## src/rtl/mmio_uart_tx.sv

```systemverilog
// Memory-mapped 8N1 UART transmitter: TXDATA/STATUS window on the CPU store path,
// byte FIFO in front of a start/data/stop serialiser, combinational status read port.
module mmio_uart_tx #(
  parameter logic [31:0] BASE_ADDR    = 32'h0000_1000,
  parameter int          CLKS_PER_BIT = 16,
  parameter int          FIFO_DEPTH   = 8
) (
  input  logic        clk,
  input  logic        rst,
  input  logic [31:0] write_address,
  input  logic [31:0] write_data,
  input  logic        write_enable,
  input  logic [31:0] read_address,
  output logic [31:0] read_data,
  output logic        read_hit,
  output logic        tx,
  output logic        busy
);

  localparam int PW = $clog2(FIFO_DEPTH);
  localparam int CW = $clog2(CLKS_PER_BIT);
  localparam logic [CW-1:0] BAUD_MAX = CW'(CLKS_PER_BIT - 1);
  localparam logic [PW:0]   DEPTH_C  = (PW + 1)'(FIFO_DEPTH);

  typedef enum logic [1:0] {IDLE, START, DATA, STOP} state_t;

  state_t         state, state_next;
  logic [CW-1:0]  baud_cnt, baud_d;
  logic [2:0]     bit_idx, bit_d;
  logic [7:0]     shifter, shift_d;
  logic           tx_q, tx_d;

  logic [7:0]     fifo_mem [FIFO_DEPTH];
  logic [PW-1:0]  wr_ptr, rd_ptr;
  logic [PW:0]    count;
  logic           overflow;

  logic           wr_hit, push_req, clr_req, push_ok, pop;
  logic           full, empty, baud_zero;
  logic           unused_bits;

  // Handshake: push_req is the producer's valid, !full its ready; the FSM's pop is
  // the consumer taking the head and is only raised while !empty.
  assign wr_hit    = write_enable && (write_address[31:3] == BASE_ADDR[31:3]);
  assign push_req  = wr_hit && !write_address[2];
  assign clr_req   = wr_hit &&  write_address[2];
  assign full      = (count == DEPTH_C);
  assign empty     = (count == '0);
  assign push_ok   = push_req && !full;
  assign baud_zero = (baud_cnt == '0);

  always_ff @(posedge clk) begin
    if (push_ok) fifo_mem[wr_ptr] <= write_data[7:0];
  end

  always_ff @(posedge clk or negedge rst) begin
    if (!rst) begin
      wr_ptr   <= '0;
      rd_ptr   <= '0;
      count    <= '0;
      overflow <= 1'b0;
    end else begin
      if (push_ok) wr_ptr <= wr_ptr + 1'b1;
      if (pop)     rd_ptr <= rd_ptr + 1'b1;
      case ({push_ok, pop})
        2'b10:   count <= count + 1'b1;
        2'b01:   count <= count - 1'b1;
        default: count <= count;
      endcase
      if (push_req && full) overflow <= 1'b1;
      else if (clr_req)     overflow <= 1'b0;
    end
  end

  always_ff @(posedge clk or negedge rst) begin
    if (!rst) begin
      state    <= IDLE;
      baud_cnt <= '0;
      bit_idx  <= '0;
      shifter  <= '0;
      tx_q     <= 1'b1;
    end else begin
      state    <= state_next;
      baud_cnt <= baud_d;
      bit_idx  <= bit_d;
      shifter  <= shift_d;
      tx_q     <= tx_d;
    end
  end

  always_comb begin
    state_next = state;
    pop        = 1'b0;
    case (state)
      IDLE: begin
        if (!empty) begin
          pop        = 1'b1;
          state_next = START;
        end
      end
      START: if (baud_zero) state_next = DATA;
      DATA:  if (baud_zero && bit_idx == 3'd7) state_next = STOP;
      STOP: begin
        if (baud_zero) begin
          if (!empty) begin
            pop        = 1'b1;
            state_next = START;
          end else begin
            state_next = IDLE;
          end
        end
      end
      default: state_next = IDLE;
    endcase
  end

  // A pop always starts a frame: load the byte, drive the start bit, reload the baud timer.
  always_comb begin
    tx_d    = tx_q;
    baud_d  = baud_cnt;
    bit_d   = bit_idx;
    shift_d = shifter;
    case (state)
      IDLE: begin
        if (pop) begin
          shift_d = fifo_mem[rd_ptr];
          baud_d  = BAUD_MAX;
          tx_d    = 1'b0;
        end
      end
      START: begin
        if (baud_zero) begin
          tx_d   = shifter[0];
          bit_d  = 3'd0;
          baud_d = BAUD_MAX;
        end else begin
          baud_d = baud_cnt - 1'b1;
        end
      end
      DATA: begin
        if (baud_zero) begin
          baud_d = BAUD_MAX;
          if (bit_idx == 3'd7) begin
            tx_d = 1'b1;
          end else begin
            shift_d = {1'b0, shifter[7:1]};
            tx_d    = shifter[1];
            bit_d   = bit_idx + 1'b1;
          end
        end else begin
          baud_d = baud_cnt - 1'b1;
        end
      end
      STOP: begin
        if (baud_zero) begin
          if (pop) begin
            shift_d = fifo_mem[rd_ptr];
            baud_d  = BAUD_MAX;
            tx_d    = 1'b0;
          end
        end else begin
          baud_d = baud_cnt - 1'b1;
        end
      end
      default: tx_d = 1'b1;
    endcase
  end

  assign tx       = tx_q;
  assign busy     = !empty || (state != IDLE);
  assign read_hit = (read_address[31:3] == BASE_ADDR[31:3]);

  always_comb begin
    read_data = '0;
    if (read_hit && read_address[2]) read_data = {28'b0, overflow, busy, empty, full};
  end

  assign unused_bits = ^{write_data[31:8], write_address[1:0], read_address[1:0]};

endmodule

```

## config.mk

```make
export PLATFORM = sky130hd
export DESIGN_NAME = mmio_uart_tx
export DESIGN_NICKNAME = d
export VERILOG_FILES = /design/src/rtl/mmio_uart_tx.sv
export SDC_FILE = /design/constraint.sdc
export NUM_CORES = 1
export LEC_CHECK = 0
export CAP_MARGIN = 20
export CORE_MARGIN = 3
export CORE_UTILIZATION = 48
export DETAILED_ROUTE_END_ITERATION = 12
export GPL_ROUTABILITY_DRIVEN = 0
export GPL_TIMING_DRIVEN = 0
export MAX_ROUTING_LAYER = met4
export PLACE_DENSITY = 0.81
export SETUP_SLACK_MARGIN = 0.05
export SLEW_MARGIN = 20
export SYNTH_ARGS = -nofsm -noshare
export SYNTH_HDL_FRONTEND = slang
export SYNTH_SLANG_ARGS = --single-unit
```

## constraint.sdc

```tcl
create_clock -name clk -period 3.7 [get_ports clk]
set_clock_uncertainty 0.2 [all_clocks]
set_input_delay 0.37 -clock clk [delete_from_list [all_inputs] [get_ports clk]]
set_output_delay 0.37 -clock clk [all_outputs]
set_load 0.02 [all_outputs]
```

# After elaboration in Yosys (flattened, before gate mapping)
# Memories as Yosys holds them, arrays and structs flattened.
# Index checks and enable logic that the tools add are counted.
# Widths: inputs -> output; s select.
[classes]
add_sub_neg = 6
n_eq_ne = 15
n_mux = 34
reduce_logical = 24
[ops]
columns = ["op", "n"]
rows = [
  ["$eq 29x10->1 const B", 2],
  ["$mux 8", 4],
  ["$pmux 8 s3", 1],
  ["$mux 4", 4],
  ["$mux 1", 12],
  ["$ne 2x2->1 const B", 6],
  ["$pmux 4 s3", 1],
  ["$reduce_and 4->1", 3],
  ["$add 3x1->3 const B", 3],
  ["$mux 3", 3],
  ["$logic_not 4->1", 2],
  ["$mux 2", 4],
  ["$pmux 2 s4", 1],
  ["$pmux 4 s2", 1],
  ["$reduce_bool 2->1", 4],
  ["$sub 4x1->4 const B", 2],
  ["$logic_and 1x1->1", 7],
  ["$eq 2x2->1 const B", 3],
  ["$pmux 3 s2", 1],
  ["$add 4x1->4 const B", 1],
  ["$eq 2x1->1 const B", 2],
  ["$eq 4x4->1 const B", 1],
  ["$pmux 1 s4", 1],
  ["$eq 3x3->1 const B", 1],
  ["other kinds (7)", 9],
]
[word_totals]
ff_bits = 29
ram_bits = 64
inputBits = 99
out_inout_bits = 35
word_cells = 89
mem_count = 1
[memory_table]
columns = ["name", "depth", "width", "rd", "rd_ports_with_merged_regs", "wr", "line_no", "rtl"]
rows = [
  ["fifo_mem", 8, 8, 1, 0, 1, "33", "logic [7:0] fifo_mem [FIFO_DEPTH];"],
]

# Logic depth before layout (Yosys ltp)
# Gate-level depths: netlist (run 1).
[depth]
ltp_word = 7
mapped_depth = 12
depth_no_buf = 11

# Worst setup path after synthesis (run 1)
# No wires, ideal clock.
[synth_path]
kind = "input to register"
startpoint = "input write_address[26]"
endpoint = "memory fifo_mem[4][0], enable pin"
setup_time_ns = 0.395
t_arrival_ns = 2.231
t_required_ns = 3.105
path_slack_ns = 0.874
path_stages = 5
path_buffers = 1
path_cell_list = "nor4b_1 -> nand4_1 -> nor4_1 -> buf_2 -> nor4bb_1"
[synth_between]
elab_chain_len = 6
[synth_lines]
columns = ["item", "line_no", "rtl"]
rows = [
  ["from (decl)", "10", "input logic [31:0] write_address,"],
  ["$eq 29x10->1", "44", "assign wr_hit = write_enable && (write_address[31:3] == BASE_ADDR[31:3]);"],
  ["$logic_and 1x1->1", "44", ""],
  ["$logic_and 1x1->1", "45", "assign push_req = wr_hit && !write_address[2];"],
  ["$logic_and 1x1->1", "49", "assign push_ok = push_req && !full;"],
  ["$mux 1", "53", "if (push_ok) fifo_mem[wr_ptr] <= write_data[7:0];"],
  ["$mux 1 (not written as such)", "53", ""],
  ["to (decl)", "33", ""],
]
# No other way between the ends.

# Final worst setup path (run 1)
[layout_path]
startpoint = "input write_address[4]"
endpoint = "register count[2]"
[layout_between]
elab_chain_len = 6
word_cells_on_any_way = 8
cone_classes = "eq/ne (3); mux (1); reduce/logical (4)"
[layout_lines]
columns = ["item", "line_no", "rtl"]
rows = [
  ["$eq 29x10->1 *", "44", ""],
  ["$logic_and 1x1->1 *", "44", ""],
  ["$logic_and 1x1->1 *", "45", ""],
  ["$logic_and 1x1->1 *", "49", ""],
  ["$eq 2x1->1 or $eq 2x2->1 (tied branches)", "65", "case ({push_ok, pop})"],
  ["$pmux 4 s2 or $reduce_bool 2->1 (tied branches)", "--", ""],
  ["to (signal assigned)", "66", "2'b10: count <= count + 1'b1;"],
  ["to (signal assigned)", "67", "2'b01: count <= count - 1'b1;"],
  ["to (signal assigned)", "68", "default: count <= count;"],
  ["to (decl)", "35", "logic [PW:0] count;"],
]
# Every way passes the cells marked *; elsewhere a longest branch is shown, timed or not.
# A chain may end at the register's enable or synchronous reset.

==> key figures, run 1 <==
Routing
  – DRC: 0
  – WL per Instance: 16.0 um
  – TritonRoute pass-1 iters: 4
  – Initial drt markers: ~150
  – DR vias: 3,019
  – DRT Wirelength: 9110 um
  – Via density per instance: 5.30
  – Final ANT Viol Nets: 0

Timing
  – Hold WS: between 300 and 400 ps
  – Hold Violations, Final: 0
  – Slew Limit Fails: 0
  – Setup violations, final: 0
  – Setup repair after global routing missed its margin: false
  – Fmax: 0.315 GHz
  – Final period utilization: 85.8%
  – Fin crit period: 3170 ps
  – Least-Margin Pin Slew: 825 ps
  – Slew margin rel.: around 44%

Synth
  – Primary FF master, synth: edfxtp_1
  – Adder-cell area share of the yosys netlist: 3.83%
  – Syn Std Cell Area: 4570 sq um
  – Main combinational cell family by area after synthesis: multiplexers
  – Number of synthesized flops with an enable pin: 64
  – YS warnings: 0
  – Post-synthesis sequential area ratio: between 50% and 60%
  – Compound-gate portion of the synthesized area: 7.67%
  – Post-Syn Instances: approximately 320
  – Mux share of post-synthesis cell area: 11.3%
  – Simple-gate share of the synthesized area: 10.5%
  – Syn Area/Cell: around 14 sq um
  – Xor and xnor area share after synthesis: under 10%
  – Synth Register Bits: just over 90
  – Ys async rst share: 31.2%
  – Post-synth cell types: 55

Worst hold path
  – Hold Crit Depth: 1
  – Worst Hold Launch: bit_idx[2]
  – Min-Delay Path Class: reg2reg

Pwr
  – Switching power: 0.000499 W
  – Internal power: 0.00154 W
  – Pwr per Cell Area: 349 nW/um^2
  – Sequential Power Share: 57.2%
  – Overall power: 0.00204 W
  – Leak Pwr: 2.24 nW
  – Clock group share of total power: 33.1%
  – Comb power frac: 9.7%
  – Max VDD drop: 0.296 mV
  – Switching share of power: 24.5%

Final layout
  – Reg area: 2650 sq um
  – Diode count: 0
  – FILL cells: roughly 660
  – Multi-input gate area: 1720 sq um
  – Share of cells above drive strength 1: between 20% and 30%
  – Most frequent cells in the layout: 76 x clkdlybuf4s50_1, 64 x edfxtp_1, 28 x buf_4, 28 x conb_1, 28 x dfrtp_1
  – Commonest non-fill, non-tap cell in the layout: clkdlybuf4s50_1
  – Final core utilization: 64.9%
  – Area delta synth->final: 27.6%
  – Final nets: 552

Worst setup path
  – Crit end category: register
  – Cell at the slowest stage of the critical path: nor4_1
  – FF-to-FF setup slack: slightly above 600 ps
  – Crit-path max cell delay: 430 ps
  – WS Path Type: in2reg
  – Worst Setup Start Kind: input pin
  – Crit-path most repeated cell: xor2_1
  – Worst setup startpoint: write_address[4]
  – Setup crit end: count[2]
  – Critical path cell sequence: clkdlybuf4s50_1 > nor4_1 > nand4_1 > nor4_1 > buf_2 > inv_1 > ha_1 > xor2_1 > ha_1 > a21oi_1 > xor2_1 > nor2_1 > xor2_1
  – Worst r2r dst: count[2]
  – Worst EP required: 3750 ps
  – R2R depth: 11
  – Crit-path max FO: 10
  – Reg-to-reg startpoint: baud_cnt[0]
  – Worst path arrival time: 3220 ps

Global routing
  – Initial antenna violation count: 0
  – GRT overflow: 0
  – Total track usage: 17.7%
  – Vias in the first global route: 2,959
  – First-pass GRT wire length: around 15,000 um
  – Largest net degree at the start of global routing: 30

Floorplanning
  – Initial core utilization: 50.9%
  – Vert. Die Dim: just over 100 um
  – DIE AREA: 10,700 sq um
  – Row cnt: 34
  – Chip width: 104 um
  – I/O pin total: 134
  – CORE AREA: 8980 sq um

Clocking
  – H-tree Lvls: 3
  – TritonCTS Sinks: 93
  – CTS tree: done
  – Hold buffers post-CTS: 1
  – Gates resized, CTS repair: 0
  – Clk_lat worst skew: 360 ps
  – Max clock buf depth: 2
  – Setup repair bufs after CTS: 0
  – Clk slew on worst S/H paths: 100 ps
  – CTS Buf Count: 9
  – Root Driver: clkbuf_8

Placement
  – Port bufs: a little under 80
  – Detailed placement HPWL: between 6000 and 7000 um

Run
  – Max-Cap Viols: 0

Outcome
  – Status: complete, no violations
cells in the mapped netlist (5+ instances only):
library cell	count	area, sq um
edfxtp_1	64	1920
nor4_1	15	93.8
buf_4	28	210
a21oi_1	10	50.1
xor2_1	7	61.3
o21ai_0	9	45.0
inv_1	13	48.8
nor2_1	10	37.5
nor3_1	6	30.0
mux4_2	15	338
nand2_1	5	18.8
dfrtp_1	28	701
mux2_2	13	146
nand2b_1	5	31.3
clkbuf_1	5	18.8
ha_1	14	175
buf_2	6	30.0
nand4_1	6	37.5
nor4b_1	5	43.8
area by class of cell:
class,count,area share [%]
multi-input combinational,203,29.5
sequential,93,45.4
inverter,13,0.837
tap,126,2.71
buffer,41,4.57
clock buffer,9,2.13
clock inverter,7,1.48
timing repair buffer,78,13.3
worst max-delay path, delay by kind of cell:
kind | cells | cell delay (ps)
adder cells (fa/ha/maj) | 2 | 440
AND/OR/NAND/NOR | 4 | 1020
AO/OA/AOI/OAI | 1 | 150
XOR/XNOR | 3 | 470
buffers and inverters | 3 | 780
state kept, by name, summed over array words and instances (netlist names):
signal	flops
baud_cnt	4
bit_idx	3
count	4
fifo_mem	64
overflow	1
rd_ptr	3
shifter	8
state	2
tx	1
wr_ptr	3
cell families (layout without fill, tap and decap cells):
group	count (synthesis)	after routing
buffers and inverters	54	148
XOR/XNOR	9	9
flip-flops	93	93
other	1	28
multiplexers	31	31
AND/OR/NAND/NOR	74	74
AO/OA/AOI/OAI	47	47
adder cells (fa/ha/maj)	14	14
power groups by stage:
| stage | Clock (W) | Combinational [W] | Sequential, W |
|---|---|---|---|
| 6_report | 0.000675 | 0.000197 | 0.00116 |
| 2_1_floorplan | 0 | 0.0000992 | 0.00118 |
| 3_5_place_dp | 0 | 0.000196 | 0.00119 |
| 3_3_place_gp | 0 | 0.000189 | 0.00118 |
| 5_1_grt | 0.000726 | 0.000217 | 0.00117 |
| 4_1_cts | 0.000685 | 0.000198 | 0.00116 |
per-stage QoR:
step | instances | TNS (ps) | area (sq um) | setup WS [ps]
CTS | 570 | 0 | 5830 | 492
finish | 570 | 0 | 5830 | 527
detailed placement | 553 | 0 | 5610 | 110
global placement | 553 | -3020 | 5600 | -378
floorplan | 350 | 0 | 4670 | 874
global route | 570 | 0 | 5830 | 282
routing by layer:
layer  GRT usage, %  vias to the layer above  wire length [um]
met5              -                        -                 0
met4           4.46                        0               107
met3           2.99                       11               410
met2           30.1                       84              4740
met1           22.2                     1495              3850
li1               -                     1429                 -
worst min path at each step:
stage	slack (ps)	to
detailed placement	240	baud_cnt[2]
global route	330	bit_idx[2]
global placement	280	bit_idx[2]
floorplan	-130	baud_cnt[0]
CTS	310	bit_idx[2]
finish	310	bit_idx[2]
Note: power is estimated with default switching activity, not from simulation.
==> run 2: changes to the inputs <==
- GPL_ROUTABILITY_DRIVEN: 0 -> unset
==> results of run 2 <==
Same layout as run 1: the final DEF is identical, and so are final timing and power.
==> run 3: changes to the inputs <==
- CORE_UTILIZATION: 48 -> 45
- PLACE_DENSITY: 0.81 -> 0.77
==> run 3 against run 2 <==
Against the previous run: utilization down 5.5 points; non-clock buffer count unchanged; clock power is 1% higher; design area is 0.19% higher; setup slack improved by 55 ps; clock-buffer cell count did not move; global-route usage decreased by 0.50 points; largest power group unchanged.
==> key figures, run 3 (synthesis results as in run 1) <==
Timing
  – Fmax: 0.321 GHz (+1.8%)
  – Final period utilization: 84.3% (-1.5 points)
  – Setup violations, final: 0 (unchanged)
  – Slew margin rel.: 47.6% (+3.2 points)
  – Hold WS: 314 ps (+7.90 ps)
  – Least-Margin Pin Slew: 784 ps (-41.1 ps)
  – Setup repair after global routing missed its margin: false
  – Hold Violations, Final: 0 (unchanged)
  – Slew Limit Fails: 0 (unchanged)
  – Setup TNS: 0 ps (unchanged)
  – Fin crit period: 3120 ps (-55.4 ps)
  – Worst setup margin: 582 ps (+55.5 ps)

Floorplanning
  – I/O pin total: 134 (unchanged)
  – Row cnt: 36 (+5.9%)
  – Chip width: 107 um (+3.1%)
  – Initial core utilization: 46.5% (-4.4 points)
  – DIE AREA: 11,400 sq um (+6.3%)
  – CORE AREA: 9820 sq um (+9.4%)
  – Vert. Die Dim: 107 um (+3.1%)

Worst setup path
  – Crit-path max cell delay: 730 ps (+300 ps)
  – Worst path arrival time: 3160 ps (-60 ps)
  – WS Path Type: reg2reg
  – Worst Setup Start Kind: register
  – Crit-path leading delay family: compound AO/OA/AOI/OAI gates
  – Buffers plus inverters on the worst setup path: 1 (-2)
  – Cell at the slowest stage of the critical path: a211oi_2
  – Critical path cell sequence: inv_1 > ha_1 > nand4bb_1 > a211oi_2 > ha_1 > xor2_1 > ha_1 > a21oi_1 > xor2_1 > nor2_1 > xor2_1
  – Crit end category: register
  – Worst EP required: 3750 ps (about the same)
  – Crit-path max FO: 10 (unchanged)

Global routing
  – Met3 GRT Util: 2.77% (-0.22 points)
  – First-pass GRT wire length: 14,800 um (-1.0%)
  – GR peak layer: met2
  – Largest net degree at the start of global routing: 30 (unchanged)
  – Grt met2 use: 29.9% (-0.28 points)
  – Initial antenna violation count: 0 (unchanged)
  – Met1 global-route usage: 20.8% (-1.3 points)
  – GRT overflow: 0 (unchanged)
  – Total track usage: 17.2% (-0.50 points)
  – Vias in the first global route: 2,986 (+0.91%)

Clocking
  – CTS tree: done
  – Gates resized, CTS repair: 0 (unchanged)
  – Clk_lat worst skew: 360 ps (about the same)
  – Clk slew on worst S/H paths: 110 ps (about the same)
  – Max clock buf depth: 2 (unchanged)
  – Setup repair bufs after CTS: 0 (unchanged)
  – H-tree Lvls: 3 (unchanged)
  – Root Driver: clkbuf_8
  – CTS Buf Count: 9 (unchanged)
  – TritonCTS Sinks: 93 (unchanged)

Pwr
  – Comb power frac: 9.7% (about the same)
  – Internal power: 0.00154 W (+0.16%)
  – Pwr per Cell Area: 350 nW/um^2 (+0.25%)
  – Leak Pwr: 2.24 nW (about the same)
  – Switching share of power: 24.7% (+0.22 points)
  – Clock group share of total power: 33.5% (+0.4 points)
  – Sequential Power Share: 56.9% (-0.3 points)
  – Switching power: 0.000506 W (+1.3%)
  – Max VDD drop: 0.314 mV (+5.9%)

Worst hold path
  – Min-Delay Path Class: reg2reg

Routing
  – DRC: 0 (unchanged)
  – Initial drt markers: 124 (-17%)
  – TritonRoute pass-1 iters: 4 (unchanged)
  – DRT Wirelength: 9160 um (+0.59%)
  – Via density per instance: 5.13 (-3.1%)
  – DR vias: 2,960 (-2.0%)
  – WL per Instance: 15.9 um (-0.63%)
  – Final ANT Viol Nets: 0 (unchanged)

Final layout
  – Most frequent cells in the layout: 76 x clkdlybuf4s50_1, 64 x edfxtp_1, 28 x buf_4, 28 x conb_1, 28 x dfrtp_1
  – Largest Register: fifo_mem
  – Max FFs per register: 64 (unchanged)
  – Final core utilization: 59.5% (-5.5 points)
  – Area delta synth->final: 27.8%
  – Share of cells above drive strength 1: 20.5% (unchanged)
  – Largest regs: fifo_mem: 64 flops, shifter: 8 flops
  – Commonest non-fill, non-tap cell in the layout: clkdlybuf4s50_1
  – Final nets: 552 (unchanged)
  – Diode count: 0 (unchanged)

Placement
  – Detailed placement HPWL: 6830 um (-0.81%)
  – Post-Place Worst Slack: 245 ps (+134 ps)
  – GPL Wtd Cong: roughly 0.83
  – Port bufs: 77 (unchanged)

Run
  – Max-Cap Viols: 0 (unchanged)

Outcome
  – Status: complete, no violations
run 3: cell counts in the layout (fill, tap and decap cells not counted):
No cell type changed its count.
run 3: worst paths after layout:
kind	to	cells after the start	from	slack (ps)
min	bit_idx[1]	1	bit_idx[1]	310
min reg2reg	bit_idx[1]	1	bit_idx[1]	310
max reg2reg	count[2]	11	baud_cnt[0]	580
max	count[2]	11	baud_cnt[0]	580
min in group asynchronous	baud_cnt[3]	2	rst	360
max in group asynchronous	bit_idx[1]	2	rst	2500
run 3: through the flow:
stage | instances | power, W | area (sq um)
detailed placement | 560 | 0.00138 | 5620
global route | 577 | 0.00213 | 5840
global placement | 560 | 0.00137 | 5610
CTS | 577 | 0.00206 | 5840
finish | 577 | 0.00205 | 5840
floorplan | 350 | 0.00128 | 4670
run 3: timing repair:
action                     in CTS  in global routing
setup endpoints to repair       0                  0
hold buffers                    1                  0
hold endpoints to repair       28                  0
run 3: worst register-to-register path: cells and delay by family, from the launching register on:
kind | cells | cell delay, ps
adder cells (fa/ha/maj) | 3 | 770
AND/OR/NAND/NOR | 2 | 230
flip-flops | 1 | 430
AO/OA/AOI/OAI | 2 | 880
buffers and inverters | 1 | 110
XOR/XNOR | 3 | 390
run 3: area by class of cell:
class                   count  area [sq um]
multi-input cells         203          1720
clock buffers               9           124
flip-flops and latches     93          2650
plain buffers              41           267
repair buffers             78           776
inverters                  13          48.8
fillers                   776          3980
clock inverters             7          88.8
well taps                 133           166
run 3: power by group through the flow:
stage / Sequential [W] / Combinational (W) / Clock [W]
after floorplan: 0.00118 / 0.0000992 / 0
after CTS: 0.00116 / 0.000198 / 0.000697
final: 0.00116 / 0.000197 / 0.000684
after detailed placement: 0.00119 / 0.000197 / 0
after global placement: 0.00118 / 0.000190 / 0
after global routing: 0.00117 / 0.000216 / 0.000742
run 3: routing by layer:
layer | up-vias | part of all wire [%]
met3 | 12 | 4.9
met2 | 73 | 54
li1 | 1438 | -
met1 | 1437 | 40
met5 | - | 0
met4 | 0 | 1.4
